`src/rtl/tm1638_pkg.sv`:
```
// Shared opcodes, command-byte field positions and state encoding for the TM1638 responder.
package tm1638_pkg;

  localparam logic [7:0] C_READ  = 8'h42;
  localparam logic [7:0] C_WRITE = 8'h40;
  localparam logic [7:0] C_DISP  = 8'h8F;
  localparam logic [7:0] C_ADDR  = 8'hC0;

  localparam int unsigned OpMsb     = 7;
  localparam int unsigned OpLsb     = 6;
  localparam int unsigned FixedBit  = 2;
  localparam int unsigned ReadBit   = 1;
  localparam int unsigned DispOnBit = 3;
  localparam int unsigned AddrMsb   = 3;
  localparam int unsigned BriMsb    = 2;

  typedef enum logic [1:0] {
    OpNone = 2'b00,
    OpData = 2'b01,
    OpDisp = 2'b10,
    OpAddr = 2'b11
  } op_e;

  typedef enum logic [2:0] {
    StIdle,
    StCmd,
    StWdata,
    StRdata,
    StIgnore
  } state_e;

endpackage

```
`src/rtl/tm1638_if.sv`:
```
// Three-wire STB/CLK/DIO link; the host is master, the responder is slave.
interface tm1638_if;
  logic stb_n;
  logic sclk;
  logic dio_in;
  logic dio_out;
  logic dio_oe;

  modport master (output stb_n, output sclk, output dio_in, input dio_out, input dio_oe);
  modport slave  (input stb_n, input sclk, input dio_in, output dio_out, output dio_oe);
endinterface

```
`src/rtl/tm1638_pin_sync.sv`:
```
// Two-flop synchronizers for stb_n/sclk/dio plus registered edge detect (3-cycle pin latency).
module tm1638_pin_sync (
  input  logic div_clk,
  input  logic rst,
  input  logic stb_n,
  input  logic sclk,
  input  logic dio_in,
  output logic stb_rise,
  output logic stb_fall,
  output logic sclk_rise,
  output logic sclk_fall,
  output logic dio_s
);

  // Bit order in the vectors: {dio, sclk, stb}
  logic [2:0] meta;
  logic [2:0] sync;
  logic [1:0] prev;

  always_ff @(posedge div_clk) begin
    if (rst) begin
      meta      <= 3'b111;
      sync      <= 3'b111;
      prev      <= 2'b11;
      stb_rise  <= 1'b0;
      stb_fall  <= 1'b0;
      sclk_rise <= 1'b0;
      sclk_fall <= 1'b0;
      dio_s     <= 1'b1;
    end else begin
      meta      <= {dio_in, sclk, stb_n};
      sync      <= meta;
      prev      <= sync[1:0];
      stb_rise  <= sync[0] & ~prev[0];
      stb_fall  <= ~sync[0] & prev[0];
      sclk_rise <= sync[1] & ~prev[1];
      sclk_fall <= ~sync[1] & prev[1];
      // Delayed to stay aligned with the sclk edge pulses
      dio_s     <= sync[2];
    end
  end

endmodule

```
`src/rtl/tm1638_responder.sv`:
```
// TM1638 chip-side emulation: display RAM, display control and key-scan readback.
// Key readback path is built only when TM1638_RESP_KEYS_EN is defined.
module tm1638_responder
  import tm1638_pkg::*;
(
  input  logic          div_clk,
  input  logic          rst,
  tm1638_if.slave       link,
  input  logic [31:0]   key_state,
  output logic [127:0]  disp_ram,
  output logic          disp_on,
  output logic [2:0]    brightness,
  output logic          frame_done,
  output logic          cmd_err
);

  logic stb_rise, stb_fall, sclk_rise, sclk_fall, dio_s;

  tm1638_pin_sync u_pin_sync (
    .div_clk   (div_clk),
    .rst       (rst),
    .stb_n     (link.stb_n),
    .sclk      (link.sclk),
    .dio_in    (link.dio_in),
    .stb_rise  (stb_rise),
    .stb_fall  (stb_fall),
    .sclk_rise (sclk_rise),
    .sclk_fall (sclk_fall),
    .dio_s     (dio_s)
  );

  state_e     state;
  logic [2:0] bit_cnt;
  logic [7:0] shreg;
  logic [3:0] addr;
  logic       fixed_addr;
  logic       byte_seen;
  logic       drive_val;
  logic       drive_en;
  logic [7:0] rx_byte;

`ifdef TM1638_RESP_KEYS_EN
  logic [31:0] key_sh;
  logic [5:0]  rd_cnt;
`else
  logic unused_keys;
  assign unused_keys = ^key_state;
`endif

  // LSB first: the newest bit enters at the top
  assign rx_byte      = {dio_s, shreg[7:1]};
  assign link.dio_out = drive_val;
  assign link.dio_oe  = drive_en;

  always_ff @(posedge div_clk) begin
    if (rst) begin
      state      <= StIdle;
      bit_cnt    <= 3'd0;
      shreg      <= 8'd0;
      addr       <= 4'd0;
      fixed_addr <= 1'b0;
      byte_seen  <= 1'b0;
      drive_val  <= 1'b1;
      drive_en   <= 1'b0;
      disp_ram   <= '0;
      disp_on    <= 1'b0;
      brightness <= 3'd0;
      frame_done <= 1'b0;
      cmd_err    <= 1'b0;
`ifdef TM1638_RESP_KEYS_EN
      key_sh     <= 32'd0;
      rd_cnt     <= 6'd0;
`endif
    end else begin
      frame_done <= 1'b0;
      cmd_err    <= 1'b0;
      if (stb_rise) begin
        state      <= StIdle;
        drive_en   <= 1'b0;
        drive_val  <= 1'b1;
        frame_done <= byte_seen;
        byte_seen  <= 1'b0;
      end else if (stb_fall) begin
        state     <= StCmd;
        bit_cnt   <= 3'd0;
        byte_seen <= 1'b0;
        drive_en  <= 1'b0;
        drive_val <= 1'b1;
      end else begin
        unique case (state)
          StCmd: begin
            if (sclk_rise) begin
              shreg   <= rx_byte;
              bit_cnt <= bit_cnt + 3'd1;
              if (bit_cnt == 3'd7) begin
                byte_seen <= 1'b1;
                unique case (op_e'(rx_byte[OpMsb:OpLsb]))
                  OpData: begin
                    fixed_addr <= rx_byte[FixedBit];
                    state      <= StIgnore;
`ifdef TM1638_RESP_KEYS_EN
                    if (rx_byte[ReadBit]) begin
                      state  <= StRdata;
                      key_sh <= key_state;
                      rd_cnt <= 6'd0;
                    end
`endif
                  end
                  OpAddr: begin
                    addr  <= rx_byte[AddrMsb:0];
                    state <= StWdata;
                  end
                  OpDisp: begin
                    disp_on    <= rx_byte[DispOnBit];
                    brightness <= rx_byte[BriMsb:0];
                    state      <= StIgnore;
                  end
                  default: begin
                    cmd_err <= 1'b1;
                    state   <= StIgnore;
                  end
                endcase
              end
            end
          end
          StWdata: begin
            if (sclk_rise) begin
              shreg   <= rx_byte;
              bit_cnt <= bit_cnt + 3'd1;
              if (bit_cnt == 3'd7) begin
                byte_seen                   <= 1'b1;
                disp_ram[{addr, 3'b000} +: 8] <= rx_byte;
                if (!fixed_addr) addr <= addr + 4'd1;
              end
            end
          end
          StRdata: begin
`ifdef TM1638_RESP_KEYS_EN
            if (sclk_fall) begin
              // The fall after the 32nd bit hands DIO back to the pull-up
              if (rd_cnt == 6'd32) begin
                drive_en  <= 1'b0;
                drive_val <= 1'b1;
                state     <= StIgnore;
              end else begin
                drive_en  <= 1'b1;
                drive_val <= key_sh[0];
                key_sh    <= {1'b1, key_sh[31:1]};
                rd_cnt    <= rd_cnt + 6'd1;
              end
            end
`else
            state <= StIgnore;
`endif
          end
          default: ;
        endcase
      end
    end
  end

endmodule
```
`src/flat_wrapper.sv`:
```
// flat-port wrapper written by rule: the top's interface ports become plain ports
module tm1638_responder_flat import tm1638_pkg::*;
  (div_clk, rst, key_state, disp_ram, disp_on, brightness, frame_done, cmd_err, link_stb_n, link_sclk, link_dio_in, link_dio_out, link_dio_oe);
  tm1638_if link_i ();
  input  logic div_clk;
  input  logic rst;
  input  logic [31:0] key_state;
  output logic [127:0] disp_ram;
  output logic disp_on;
  output logic [2:0] brightness;
  output logic frame_done;
  output logic cmd_err;
  input wire logic [$bits(link_i.stb_n)-1:0] link_stb_n;
  input wire logic [$bits(link_i.sclk)-1:0] link_sclk;
  input wire logic [$bits(link_i.dio_in)-1:0] link_dio_in;
  output wire logic [$bits(link_i.dio_out)-1:0] link_dio_out;
  output wire logic [$bits(link_i.dio_oe)-1:0] link_dio_oe;
  assign link_i.stb_n = link_stb_n;
  assign link_i.sclk = link_sclk;
  assign link_i.dio_in = link_dio_in;
  assign link_dio_out = link_i.dio_out;
  assign link_dio_oe = link_i.dio_oe;
  tm1638_responder u_core (.div_clk(div_clk), .rst(rst), .link(link_i), .key_state(key_state), .disp_ram(disp_ram), .disp_on(disp_on), .brightness(brightness), .frame_done(frame_done), .cmd_err(cmd_err));
endmodule
```
`config.mk`:
```
export PLATFORM = sky130hd
export DESIGN_NAME = tm1638_responder_flat
export DESIGN_NICKNAME = d
export VERILOG_FILES = /design/src/rtl/tm1638_pkg.sv /design/src/rtl/tm1638_if.sv /design/src/rtl/tm1638_pin_sync.sv /design/src/rtl/tm1638_responder.sv /design/src/flat_wrapper.sv
export SDC_FILE = /design/constraint.sdc
export NUM_CORES = 1
export LEC_CHECK = 0
export CAP_MARGIN = 20
export CORE_MARGIN = 2
export CORE_UTILIZATION = 50
export CTS_BUF_LIST = sky130_fd_sc_hd__clkbuf_4 sky130_fd_sc_hd__clkbuf_8
export DETAILED_ROUTE_END_ITERATION = 8
export MAX_ROUTING_LAYER = met4
export PLACE_DENSITY = 0.8
export SLEW_MARGIN = 40
export SYNTH_ARGS = -nofsm -noshare
export SYNTH_HDL_FRONTEND = slang
export SYNTH_HIERARCHICAL = 1
export SYNTH_SLANG_ARGS = --single-unit
```
`constraint.sdc`:
```
create_clock -name div_clk -period 3.4 [get_ports div_clk]
set_input_delay 0.68 -clock div_clk [delete_from_list [all_inputs] [get_ports div_clk]]
set_output_delay 0.68 -clock div_clk [all_outputs]
set_load 0.005 [all_outputs]
```
==> impl_metrics.py <==
metrics = {
    "clock_network": {
        "cts_tree": "built",
        "cts-hold-fix-buffers": 0,
        "ctsResizeCount": 0,
        "cts_made_buffers": 17,
        "insertion_delay_ps": 460,
        "cts.htree.levels": 4,
        "cts.clk_slew.worst_paths_ps": 80,
        "cts_num_sinks": 165,
        "cts.path.max_buffers": 2,
        "clk_root_buffer_cell": "clkbuf_8",
        "cts_post_setup_buffers_inserted": 0,
    },
    "critical_path": {
        "critPathLaunchType": "flop",
        "crit-reg2reg-capture": "u_core/disp_ram[88]$_SDFFE_PP0P_",
        "timing.critical_path.required_ps": 3780,
        "critical_path_class": "reg -> reg",
        "timing.critical_path.to_type": "flop",
        "timing.critical_path.cells": "inv_1, ha_1, or3b_2, nand2_1, nor4_4, mux2i_1",
        "regToRegStartpoint": "u_core/addr[1]$_SDFFE_PP0P_",
        "worst_ep_arrival_time_ps": 3070,
        "rr_worst_depth": 6,
        "timing.critical_path.slowest_stage_cell": "nor4_4",
        "critical_path.top_delay_family": "simple AND/OR/NAND/NOR gates",
        "critical_path_buf_inv_count": 1,
        "worst_setup_slack_for_register_to_register_paths_ps": 710,
        "critical-path-max-stage-delay_ps": 780,
        "crit_path_max_fanout": 13,
    },
    "sta": {
        "post-route-worst-setup-slack_ps": 708,
        "fin_crit_ps": 2690,
        "timing_max_transition_violations_final": 0,
        "grt_setup_unrepaired": "no",
        "final_min_period_over_clock_period": 0.792,
        "slew_headroom": 0.493,
        "fin_skew_ps": 12.6,
        "setup_total_negative_slack_ps": 0,
        "tightest_slew_ps": 755,
        "maxClockFrequency_ghz": 0.371,
        "finalSetupViolations": 0,
        "final_hold_viol_count": 0,
    },
    "worst_hold_path": {
        "hold_start": "u_core/u_pin_sync/meta[0]$_SDFF_PP1_",
        "hold_path_class": "reg -> reg",
        "min_delay_path_depth": 1,
        "timing.hold.worst_endpoint": "u_core/u_pin_sync/sync[0]$_SDFF_PP1_",
    },
    "yosys": {
        "mean_instance_size_in_the_synthesized_netlist_um2": 9.87,
        "synth_area_mm2": 0.00660,
        "synthesis.yosys.warnings": 6,
        "syn_inst": 669,
        "synth.net_count": 713,
    },
    "pwr": {
        "power.combinational.fraction": 0.016,
        "vdd.ir_drop.worst_mv": 0.237,
        "power_density_mw_per_mm2": 392,
        "power_frac_seq": 0.583,
        "switching_share": 0.230,
        "internal-power_mw": 2.56,
        "cellLeakagePower_nw": 3.16,
        "clockPowerShare": 0.401,
        "p_switching_mw": 0.766,
        "post_route_total_power_mw": 3.33,
    },
    "layout": {
        "ant_cells": 0,
        "num-fill-cells": 993,
        "fraction_of_layout_cells_with_a_size_suffix_above_1": 0.0919,
        "num-nets-final": 836,
        "synthToLayoutAreaGrowth_pct": 28.8,
    },
    "routing": {
        "routed_wire_length_per_instance_um": 16.7,
        "drt_iter0_markers": 479,
        "routed_via_density": 5.42,
        "drc": 0,
        "postRouteAntennaNets": 0,
        "dr.pass1.iters": 4,
        "postRouteWirelength_um": 16400,
        "vias": 5300,
    },
    "grt": {
        "first_global_vias": 5221,
        "initial_antenna_violation_count": 0,
        "grtUsageTotal": 0.243,
        "global_route.overflow_total": 0,
        "grt_max_degree": 54,
        "grt_pass1_wl_um": 26600,
    },
    "outcome": {
        "run_status": "finished clean",
    },
    "place": {
        "numPortBuffers": 138,
        "place_congestion": 0.882,
        "placement.setup.worst_slack_ps": 739,
        "half_perimeter_wire_length_after_detailed_placement_um": 11700,
    },
    "floorplan": {
        "floorplan.initialDensity": 0.517,
        "floorplan.io_pins": 173,
        "die_h_um": 119,
        "fp.coreArea_mm2": 0.0128,
        "placement_rows": 41,
        "floorplan.die_area_mm2": 0.0141,
        "dieWidth_um": 119,
    },
    "job": {
        "timing.max_cap.violations": 0,
    },
}
-- placed cells by master (no fill, tap or decap), types with 3 or more instances in the layout --
cell type        count
a21oi_1             12
buf_4               16
clkbuf_8            18
clkdlybuf4s50_1    138
clkinv_4             5
clkinvlp_4           4
dfxtp_1            165
ha_1                 7
inv_1                5
mux2i_1            118
nand2_1            140
nand2b_1             4
nand3_1              3
nand4bb_1            3
nor2_1              25
nor2b_1              5
nor3_1               4
nor3b_1              6
nor4_1               4
nor4_4               6
o211ai_1            25
o21ai_0             30
or2_1                6
or2_2                8
-- sequential cells by signal, indices dropped and copies added (netlist names) --
register                     cells
u_core/frame_done                1
u_core/u_pin_sync/dio_s          1
u_core/brightness                3
u_core/addr                      4
u_core/disp_ram                128
u_core/u_pin_sync/stb_rise       1
u_core/cmd_err                   1
u_core/u_pin_sync/sync           3
u_core/u_pin_sync/sclk_rise      1
u_core/disp_on                   1
u_core/byte_seen                 1
u_core/u_pin_sync/stb_fall       1
u_core/bit_cnt                   3
u_core/state                     3
u_core/u_pin_sync/prev           2
u_core/fixed_addr                1
u_core/shreg                     7
u_core/u_pin_sync/meta           3
-- through the flow --
stage	hold WS, ps	area, µm²	util	instances
floorplan	372	6600	-	669
global placement	379	8100	0.634	945
detailed placement	392	8100	0.634	945
CTS	419	8480	0.664	977
global route	429	8500	0.665	977
finish	411	8500	0.665	977
-- power by group through the flow --
| stage | registers [mW] | logic, mW | clock network, mW |
|---|---|---|---|
| 2_1_floorplan | 1.98 | 0.0414 | 0 |
| 3_3_place_gp | 1.99 | 0.0499 | 0 |
| 3_5_place_dp | 1.99 | 0.0517 | 0 |
| 4_1_cts | 1.94 | 0.0520 | 1.37 |
| 5_1_grt | 1.94 | 0.0579 | 1.45 |
| 6_report | 1.94 | 0.0526 | 1.33 |
-- metal layers --
metal	vias to the layer above	wire (µm)	track usage
li1	2551	-	-
met1	2543	6890	0.296
met4	0	386	0.0915
met3	32	900	0.0546
met5	-	0	-
met2	174	8180	0.395
-- worst max path at each step --
stage | cells after the start | to | start | slack (ps)
after floorplan | 9 | u_core/disp_ram[88]$_SDFFE_PP0P_ | u_core/addr[0]$_SDFFE_PP0P_ | 980
after global placement | 6 | u_core/disp_ram[88]$_SDFFE_PP0P_ | u_core/addr[1]$_SDFFE_PP0P_ | 820
after detailed placement | 6 | u_core/disp_ram[61]$_SDFFE_PP0P_ | u_core/addr[1]$_SDFFE_PP0P_ | 740
after CTS | 6 | u_core/disp_ram[88]$_SDFFE_PP0P_ | u_core/addr[1]$_SDFFE_PP0P_ | 710
after global routing | 6 | u_core/disp_ram[59]$_SDFFE_PP0P_ | u_core/addr[1]$_SDFFE_PP0P_ | 480
final | 6 | u_core/disp_ram[88]$_SDFFE_PP0P_ | u_core/addr[1]$_SDFFE_PP0P_ | 710
-- final cells by class --
type                            instances  area [µm²]  area share
Sequential cell                       165        3300       0.389
Multi-Input combinational cell        448        3080       0.362
Timing Repair Buffer                  154        1500       0.177
Clock buffer                           19         255      0.0300
Tap cell                              172         215      0.0253
Clock inverter                         13         126      0.0149
Inverter                                6        23.8     0.00280
Note: power is estimated with default switching activity, not from simulation.
